File: config.mk
export PLATFORM = sky130hd
export DESIGN_NAME = rr_mux_arbiter
export DESIGN_NICKNAME = d
export VERILOG_FILES = /design/src/rtl/rr_mux_arbiter.sv
export SDC_FILE = /design/constraint.sdc
export NUM_CORES = 1
export LEC_CHECK = 0
export CAP_MARGIN = 15
export CORE_ASPECT_RATIO = 1.25
export CORE_UTILIZATION = 36
export DETAILED_ROUTE_END_ITERATION = 6
export MAX_ROUTING_LAYER = met4
export PLACE_DENSITY = 0.71
export SLEW_MARGIN = 20
export SYNTH_ARGS = -nofsm -noshare
export SYNTH_HDL_FRONTEND = slang
export SYNTH_SLANG_ARGS = --single-unit
File: constraint.sdc
create_clock -name iClk -period 5.2 [get_ports iClk]
set_clock_uncertainty 0.2 [all_clocks]
set_input_delay 0.52 -clock iClk [delete_from_list [all_inputs] [get_ports iClk]]
set_output_delay 0.52 -clock iClk [all_outputs]
set_load 0.03 [all_outputs]
File: src/rtl/rr_mux_arbiter.sv
// rr_mux_arbiter: 4-way round-robin owner of the shared mux/ffd output path.
// Build macro RR_HOLD_LIMIT_EN enables the per-grant burst limit (HOLD_MAX words).
module rr_mux_arbiter #(
   parameter int WIDTH    = 8,
   parameter int HOLD_MAX = 4
) (
   input  logic             iClk,
   input  logic             iClr,
   input  logic [3:0]       iReq,
   input  logic [WIDTH-1:0] iData0,
   input  logic [WIDTH-1:0] iData1,
   input  logic [WIDTH-1:0] iData2,
   input  logic [WIDTH-1:0] iData3,
   output logic [3:0]       oGnt,
   output logic [1:0]       oSel,
   output logic             oEnb,
   output logic [WIDTH-1:0] oData,
   output logic             oValid
);

   localparam logic [3:0] CNT_LIM = 4'(HOLD_MAX - 1);

   typedef enum logic {
      IDLE,
      GRANT
   } state_t;

   state_t           state_q, state_d;
   logic [1:0]       ptr_q, ptr_d;
   logic [3:0]       cnt_q, cnt_d;
   logic [3:0]       gnt_d;
   logic [1:0]       sel_d;
   logic             enb_d;
   logic [WIDTH-1:0] data_d;
   logic             valid_d;

   logic [3:0]       rot;
   logic [1:0]       off;
   logic [1:0]       win;
   logic             own_req;
   logic             at_lim;
   logic             rel;
   logic [WIDTH-1:0] mux;

   // rotate requests so bit 0 is the pointer slot, then take the first set bit
   always_comb begin
      rot = 4'({iReq, iReq} >> ptr_q);
      off = 2'd0;
      priority case (1'b1)
         rot[0]:  off = 2'd0;
         rot[1]:  off = 2'd1;
         rot[2]:  off = 2'd2;
         rot[3]:  off = 2'd3;
         default: off = 2'd0;
      endcase
      win = ptr_q + off;
   end

   // shared 4:1 data mux driven by the current select
   always_comb begin
      mux = iData0;
      unique case (oSel)
         2'd0: mux = iData0;
         2'd1: mux = iData1;
         2'd2: mux = iData2;
         2'd3: mux = iData3;
      endcase
   end

   assign own_req = iReq[oSel];
   assign at_lim  = (cnt_q == CNT_LIM);

   // next-state and next-output logic; every register holds by default
   always_comb begin
      state_d = state_q;
      ptr_d   = ptr_q;
      cnt_d   = cnt_q;
      gnt_d   = oGnt;
      sel_d   = oSel;
      enb_d   = oEnb;
      data_d  = oData;
      valid_d = 1'b0;
      rel     = 1'b0;
      unique case (state_q)
         IDLE: begin
            if (|iReq) begin
               state_d = GRANT;
               gnt_d   = 4'b0001 << win;
               sel_d   = win;
               enb_d   = 1'b1;
               cnt_d   = 4'd0;
            end
         end
         GRANT: begin
            if (own_req) begin
               data_d  = mux;
               valid_d = 1'b1;
`ifdef RR_HOLD_LIMIT_EN
               cnt_d   = cnt_q + 4'd1;
`else
               cnt_d   = at_lim ? cnt_q : cnt_q + 4'd1;
`endif
            end
`ifdef RR_HOLD_LIMIT_EN
            rel = !own_req || at_lim;
`else
            rel = !own_req;
`endif
            if (rel) begin
               state_d = IDLE;
               gnt_d   = 4'b0000;
               enb_d   = 1'b0;
               ptr_d   = oSel + 2'd1;
            end
         end
         default: state_d = IDLE;
      endcase
   end

   // state, pointer, counter and the ffd output bank
   always_ff @(posedge iClk) begin
      if (iClr) begin
         state_q <= IDLE;
         ptr_q   <= 2'd0;
         cnt_q   <= 4'd0;
         oGnt    <= 4'b0000;
         oSel    <= 2'd0;
         oEnb    <= 1'b0;
         oData   <= '0;
         oValid  <= 1'b0;
      end else begin
         state_q <= state_d;
         ptr_q   <= ptr_d;
         cnt_q   <= cnt_d;
         oGnt    <= gnt_d;
         oSel    <= sel_d;
         oEnb    <= enb_d;
         oData   <= data_d;
         oValid  <= valid_d;
      end
   end

endmodule

### Yosys cells after proc, flatten, opt, wreduce, memory -nomap -nowiden

Cells that the tools add are included.

* flip-flop bits (word level): 19
* logic and storage cells: 42

* multiplexer cells: 16
* reductions and logical operators: 7
* shifts and indexed selects: 2
* bitwise gates (word level): 2
* equal/unequal tests: 5
* add/subtract/negate cells: 2
* magnitude comparators: 1

Operator list (count)
* case mux 8 bit (4 select lines): 1
* two-way mux 2 bit: 4
* two-way mux 4 bit: 2
* case mux 4 bit (2 select lines): 1
* AND reduction 2 bit: 4
* right shift 8 x 2 -> 4 bit: 1
* two-way mux 1 bit: 5
* equality test 2 bit (second input constant): 2
* != test 2 bit (second input constant): 2
* case mux 1 bit (2 select lines): 2
* OR reduction 4 bit: 1
* << shifter 1 x 2 -> 4 bit (first input constant): 1
* < comparator 2 x 3 -> 1 bit (second input constant): 1
* adder 2 x 1 -> 2 bit (second input constant): 1
* adder 2 bit: 1
* binary-select mux 1 bit (select 2 bit): 1
* equality test 2 x 1 -> 1 bit (second input constant): 1
* zero test 2 bit: 1
* NOT 1 bit: 2
* OR reduction 2 bit: 1

### Logic depth before layout (Yosys ltp)

* depth in word-level cells: 9
* mapped depth: 10
* depth with buffers taken out: 9

### Worst setup path before layout

No wires, ideal clock.

* path kind: in2reg
* from: input port iReq[0]
* to: register oGnt[0]
* arrival time: 2.083 ns
* stages on the path: 9
* setup time: 0.062 ns
* buffers on the path: 1
* setup slack: 2.855 ns
* required time: 4.938 ns
* cell sequence: buf_6 -> nor2_1 -> a221oi_1 -> a31oi_1 -> a211o_1 -> ha_1 -> nor4_1 -> o21ai_0 -> nand3_1

* longest elaborated chain between the ends: 9
* elaborated cells between the ends (all ways): 15
* those cells by class: 1 x add/sub; 2 x eq/ne; 2 x shift; 8 x mux; 2 x reduce/logical

RTL lines
* start: declaration: line 9 `input logic [3:0] iReq,`
* right shift 8 x 2 -> 4 bit *: line 47 `rot = 4'({iReq, iReq} >> ptr_q);`
* two-way mux 2 bit (3 in series): line 49 `priority case (1'b1)`
* two-way mux 2 bit *: line 49
* adder 2 bit *: line 56 `win = ptr_q + off;`
* named net win[0]: line 39 `logic [1:0] win;`
* << shifter 1 x 2 -> 4 bit *: line 88 `gnt_d = 4'b0001 << win;`
* two-way mux 4 bit *: line 86 `if (|iReq) begin`
* case mux 4 bit (2 select lines) *: line 84 `unique case (state_q)`
* end signal: assignment: line 135 `oGnt <= gnt_d;`
* end: declaration: line 14 `output logic [3:0] oGnt,`

The timed path passes the listed nets; every way through them passes the cells marked *. The select of a mux whose other input is x is not followed.
A chain may end at the register's enable or synchronous reset.

### Worst setup path in the final report

Same ends and word-level chain as after synthesis.

==> impl_summary.txt <==
----------------------------------------------------
[Routing]
  WL final ... 3404 µm
  Final antenna-violating net count ... 0
  Initial detailed-routing violation count ... 66
  1st-pass router iterations ... 4
  WL per Instance ... 15.33 µm
  Remaining DRCs ... 0
  Routed vias ... 1,261
  Mean number of vias per cell ... 5.680

[Synthesis]
  Fraction of the yosys area taken by sequential cells ... 0.3214
  Post-synthesis net count ... 181
  Share of synthesized registers carrying an async set or reset ... 0
  Post-Synthesis Cells ... 138
  Number of enable-type register cells in the synthesized netlist ... 0
  Mapped cell area ... 1184 µm²
  Avg Inst Size Synth ... 8.577 µm²
  #FFs+latches synth ... 19
  Synth Flop Type ... dfxtp_1
  Unique masters post-synth ... 40
  Synth warnings ... 0

[Placed design]
  Final Wtd Congestion ... 0.8287
  Port Buffer Count ... 53
  Hpwl dp ... 2640 µm
  Worst slack, placed ... 1.889 ns

[Cells and area]
  Most frequent standard cell in the layout excluding fill and tap cells ... clkdlybuf4s50_1
  Highest-count cells in the layout ignoring fill and taps ... clkdlybuf4s50_1 (53), dfxtp_1 (19), nand2_1 (16)
  Syn-to-layout area delta ... 46.72%
  Fraction of layout instances using a drive strength above 1 ... 0.07527
  Layout filler cell count ... 298
  Diodes inserted ... 0
  Number of nets in the layout ... 230

[Pwr]
  Power density over cell area ... 253.0 nW/µm²
  Reported leakage power ... 0.6570 nW
  Worst vdd ir ... 122.2 µV

[Die]
  Standard-cell rows ... 22
  Die Span X ... 53.29 µm
  Die area ... 3523 µm²
  Die boundary height ... 66.11 µm
  Number of top-level pins ... 54
  Area of the placeable core ... 3028 µm²
  Starting density of the core ... 0.3909

[Worst setup path]
  Startpoint class of the critical path ... input pin
  Setup slack on the worst flop-to-flop path ... 2.46 ns
  Worst Setup End Kind ... flip-flop
  Cell with the largest stage delay on the worst path ... clkdlybuf4s50_1
  FF-to-FF End ... oGnt[0]$_SDFFE_PP0P_
  Ordered cell list for the critical path ... clkdlybuf4s50_1, nor2_1, a221oi_1, a31oi_1, a211o_1, ha_1, nor4_1, o21ai_0, nand3_1
  Maximum fanout along the worst path ... 9
  Data arrival at the endpoint of the critical path ... 3.15 ns
  Req. time, crit path ... 5.24 ns
  Critical setup path kind ... in -> reg
  Depth of the most critical reg-to-reg path ... 8
  Worst reg2reg startpoint ... ptr_q[0]$_SDFFE_PP0P_
  Stage delay of the slowest cell on the critical path ... 0.69 ns

[CTS]
  H-tree depth reported by CTS ... 1
  Clock tree from TritonCTS ... yes
  Clock latency of the later-clocked register in the worst-skew pair ... 0.29 ns
  Clock-pin slew of the registers on the worst-case setup and hold paths ... 0.10 ns
  TritonCTS Buffers ... 3
  Post-CTS setup buffer count ... 0
  Num Clock Sinks ... 19
  Number of gates given a new drive strength after cts ... 0
  Library cell used as clock root buffer ... clkbuf_4
  Number of buffers on the longest clock path ... 2
  Hold buffer count at cts ... 0

[Global routing]
  Overflow after GRT ... 0
  Vias in the first global route ... 1,213
  First-pass GRT wire length ... 5106 µm
  Initial antenna violation count ... 0
  Pin count of the biggest net entering global routing ... 17
  Aggregate global-route resource usage ... 0.2012

[Min path]
  Number of instances on the worst hold path ... 2
  Hold WC Path Type ... reg -> reg
  Min-delay src ... oGnt[3]$_SDFFE_PP0P_
  Hold-critical path endpoint ... oGnt[3]$_SDFFE_PP0P_

[Run]
  Max-cap viol count ... 0

[Timing]
  Worst slew margin relative to its limit ... 0.6658
  Setup TNS ... 0 ns
  Max-slew violations ... 0
  Max frequency ... 321.8 MHz
  Number of endpoints with negative hold slack in the final report ... 0
  Slew @ Worst Pin ... 0.4997 ns
  Final critical-path share of the clock period ... 0.5975
  Time the final worst path needs with I/O delays and setup ... 3.107 ns
  Count of endpoints failing setup in the final report ... 0
  Setup repair after global routing missed its margin ... false
  Smallest setup slack after layout ... 2.093 ns

[Run status]
  Run status ... finished clean

----------------------------------------------------
## metal layers
layer,global-route usage,share of wire,vias to the layer above
met1,0.1865,0.39,569
met2,0.3766,0.49,66
met4,0.09539,0.017,0
met5,-,0,-
met3,0.04138,0.10,6
li1,-,-,620
## cell usage after synthesis, drive strengths merged (2+ instances only)
library cell / instances / area share
buf: 6 / 0.033
clkbuf: 3 / 0.0095
nor4: 3 / 0.016
nand3: 10 / 0.042
nand2b: 2 / 0.017
nor2: 14 / 0.049
nor2b: 3 / 0.016
a21oi: 6 / 0.029
nor3: 3 / 0.013
inv: 2 / 0.0063
nand2: 16 / 0.051
a22o: 8 / 0.059
a222oi: 8 / 0.068
o21ai: 13 / 0.058
dfxtp: 19 / 0.32
ha: 5 / 0.053
## kinds of logic after synthesis
family,share of synthesized area
fa+ha+maj,0.05285
flops,0.3213
simple gates,0.2347
mux,0.02748
buf+inv,0.04862
compound gates,0.3002
xor+xnor,0.01480
## flip-flops by register name, summed over array words and instances (netlist names)
signal / cells
oData: 8
oEnb: 1
oGnt: 4
oSel: 2
oValid: 1
ptr_q: 2
state_q: 1
## where the power goes
part	switching (mW)	internal, mW	total (mW)
logic	0.0992	0.0912	0.190
registers	0.0167	0.161	0.178
clock network	0.0428	0.0286	0.0714
## stage by stage
step	cells	util	total power, mW	cell area, µm²	hold slack [ns]
6_report	222	0.5736	0.4394	1737	0.2621
5_1_grt	222	0.5736	0.4647	1737	0.3072
4_1_cts	222	0.5736	0.4431	1737	0.2672
3_5_place_dp	218	0.5645	0.3700	1709	0.2414
3_3_place_gp	218	0.5645	0.3653	1709	0.2429
2_1_floorplan	138	-	0.2953	1184	0.3594
## worst max path at each step
stage | from | endpoint | slack (ns) | depth (start not counted)
finish | iReq[0] | oGnt[0]$_SDFFE_PP0P_ | 2.09 | 9
global route | iReq[0] | oGnt[0]$_SDFFE_PP0P_ | 1.99 | 9
CTS | iReq[0] | oGnt[0]$_SDFFE_PP0P_ | 2.20 | 9
global placement | iReq[0] | oGnt[0]$_SDFFE_PP0P_ | 2.16 | 9
detailed placement | iReq[0] | oGnt[0]$_SDFFE_PP0P_ | 1.89 | 9
floorplan | iReq[0] | oGnt[0]$_SDFFE_PP0P_ | 2.85 | 9
## layout make-up
type / instances / area [µm²] / share of cell area
clock buffers: 3 / 22.52 / 0.01297
clock inverters: 1 / 5.005 / 0.002882
repair buffers: 53 / 530.5 / 0.3055
multi-input cells: 108 / 745.7 / 0.4294
flip-flops and latches: 19 / 380.4 / 0.2190
inverters: 2 / 7.507 / 0.004323
well taps: 36 / 45.04 / 0.02594
## worst max-delay path: cells and delay by family
| kind | cells | cell delay (ns) |
|---|---|---|
| compound gates | 4 | 0.91 |
| buf+inv | 1 | 0.69 |
| simple gates | 3 | 0.67 |
| fa+ha+maj | 1 | 0.34 |
(Power assumes the default switching activity.)
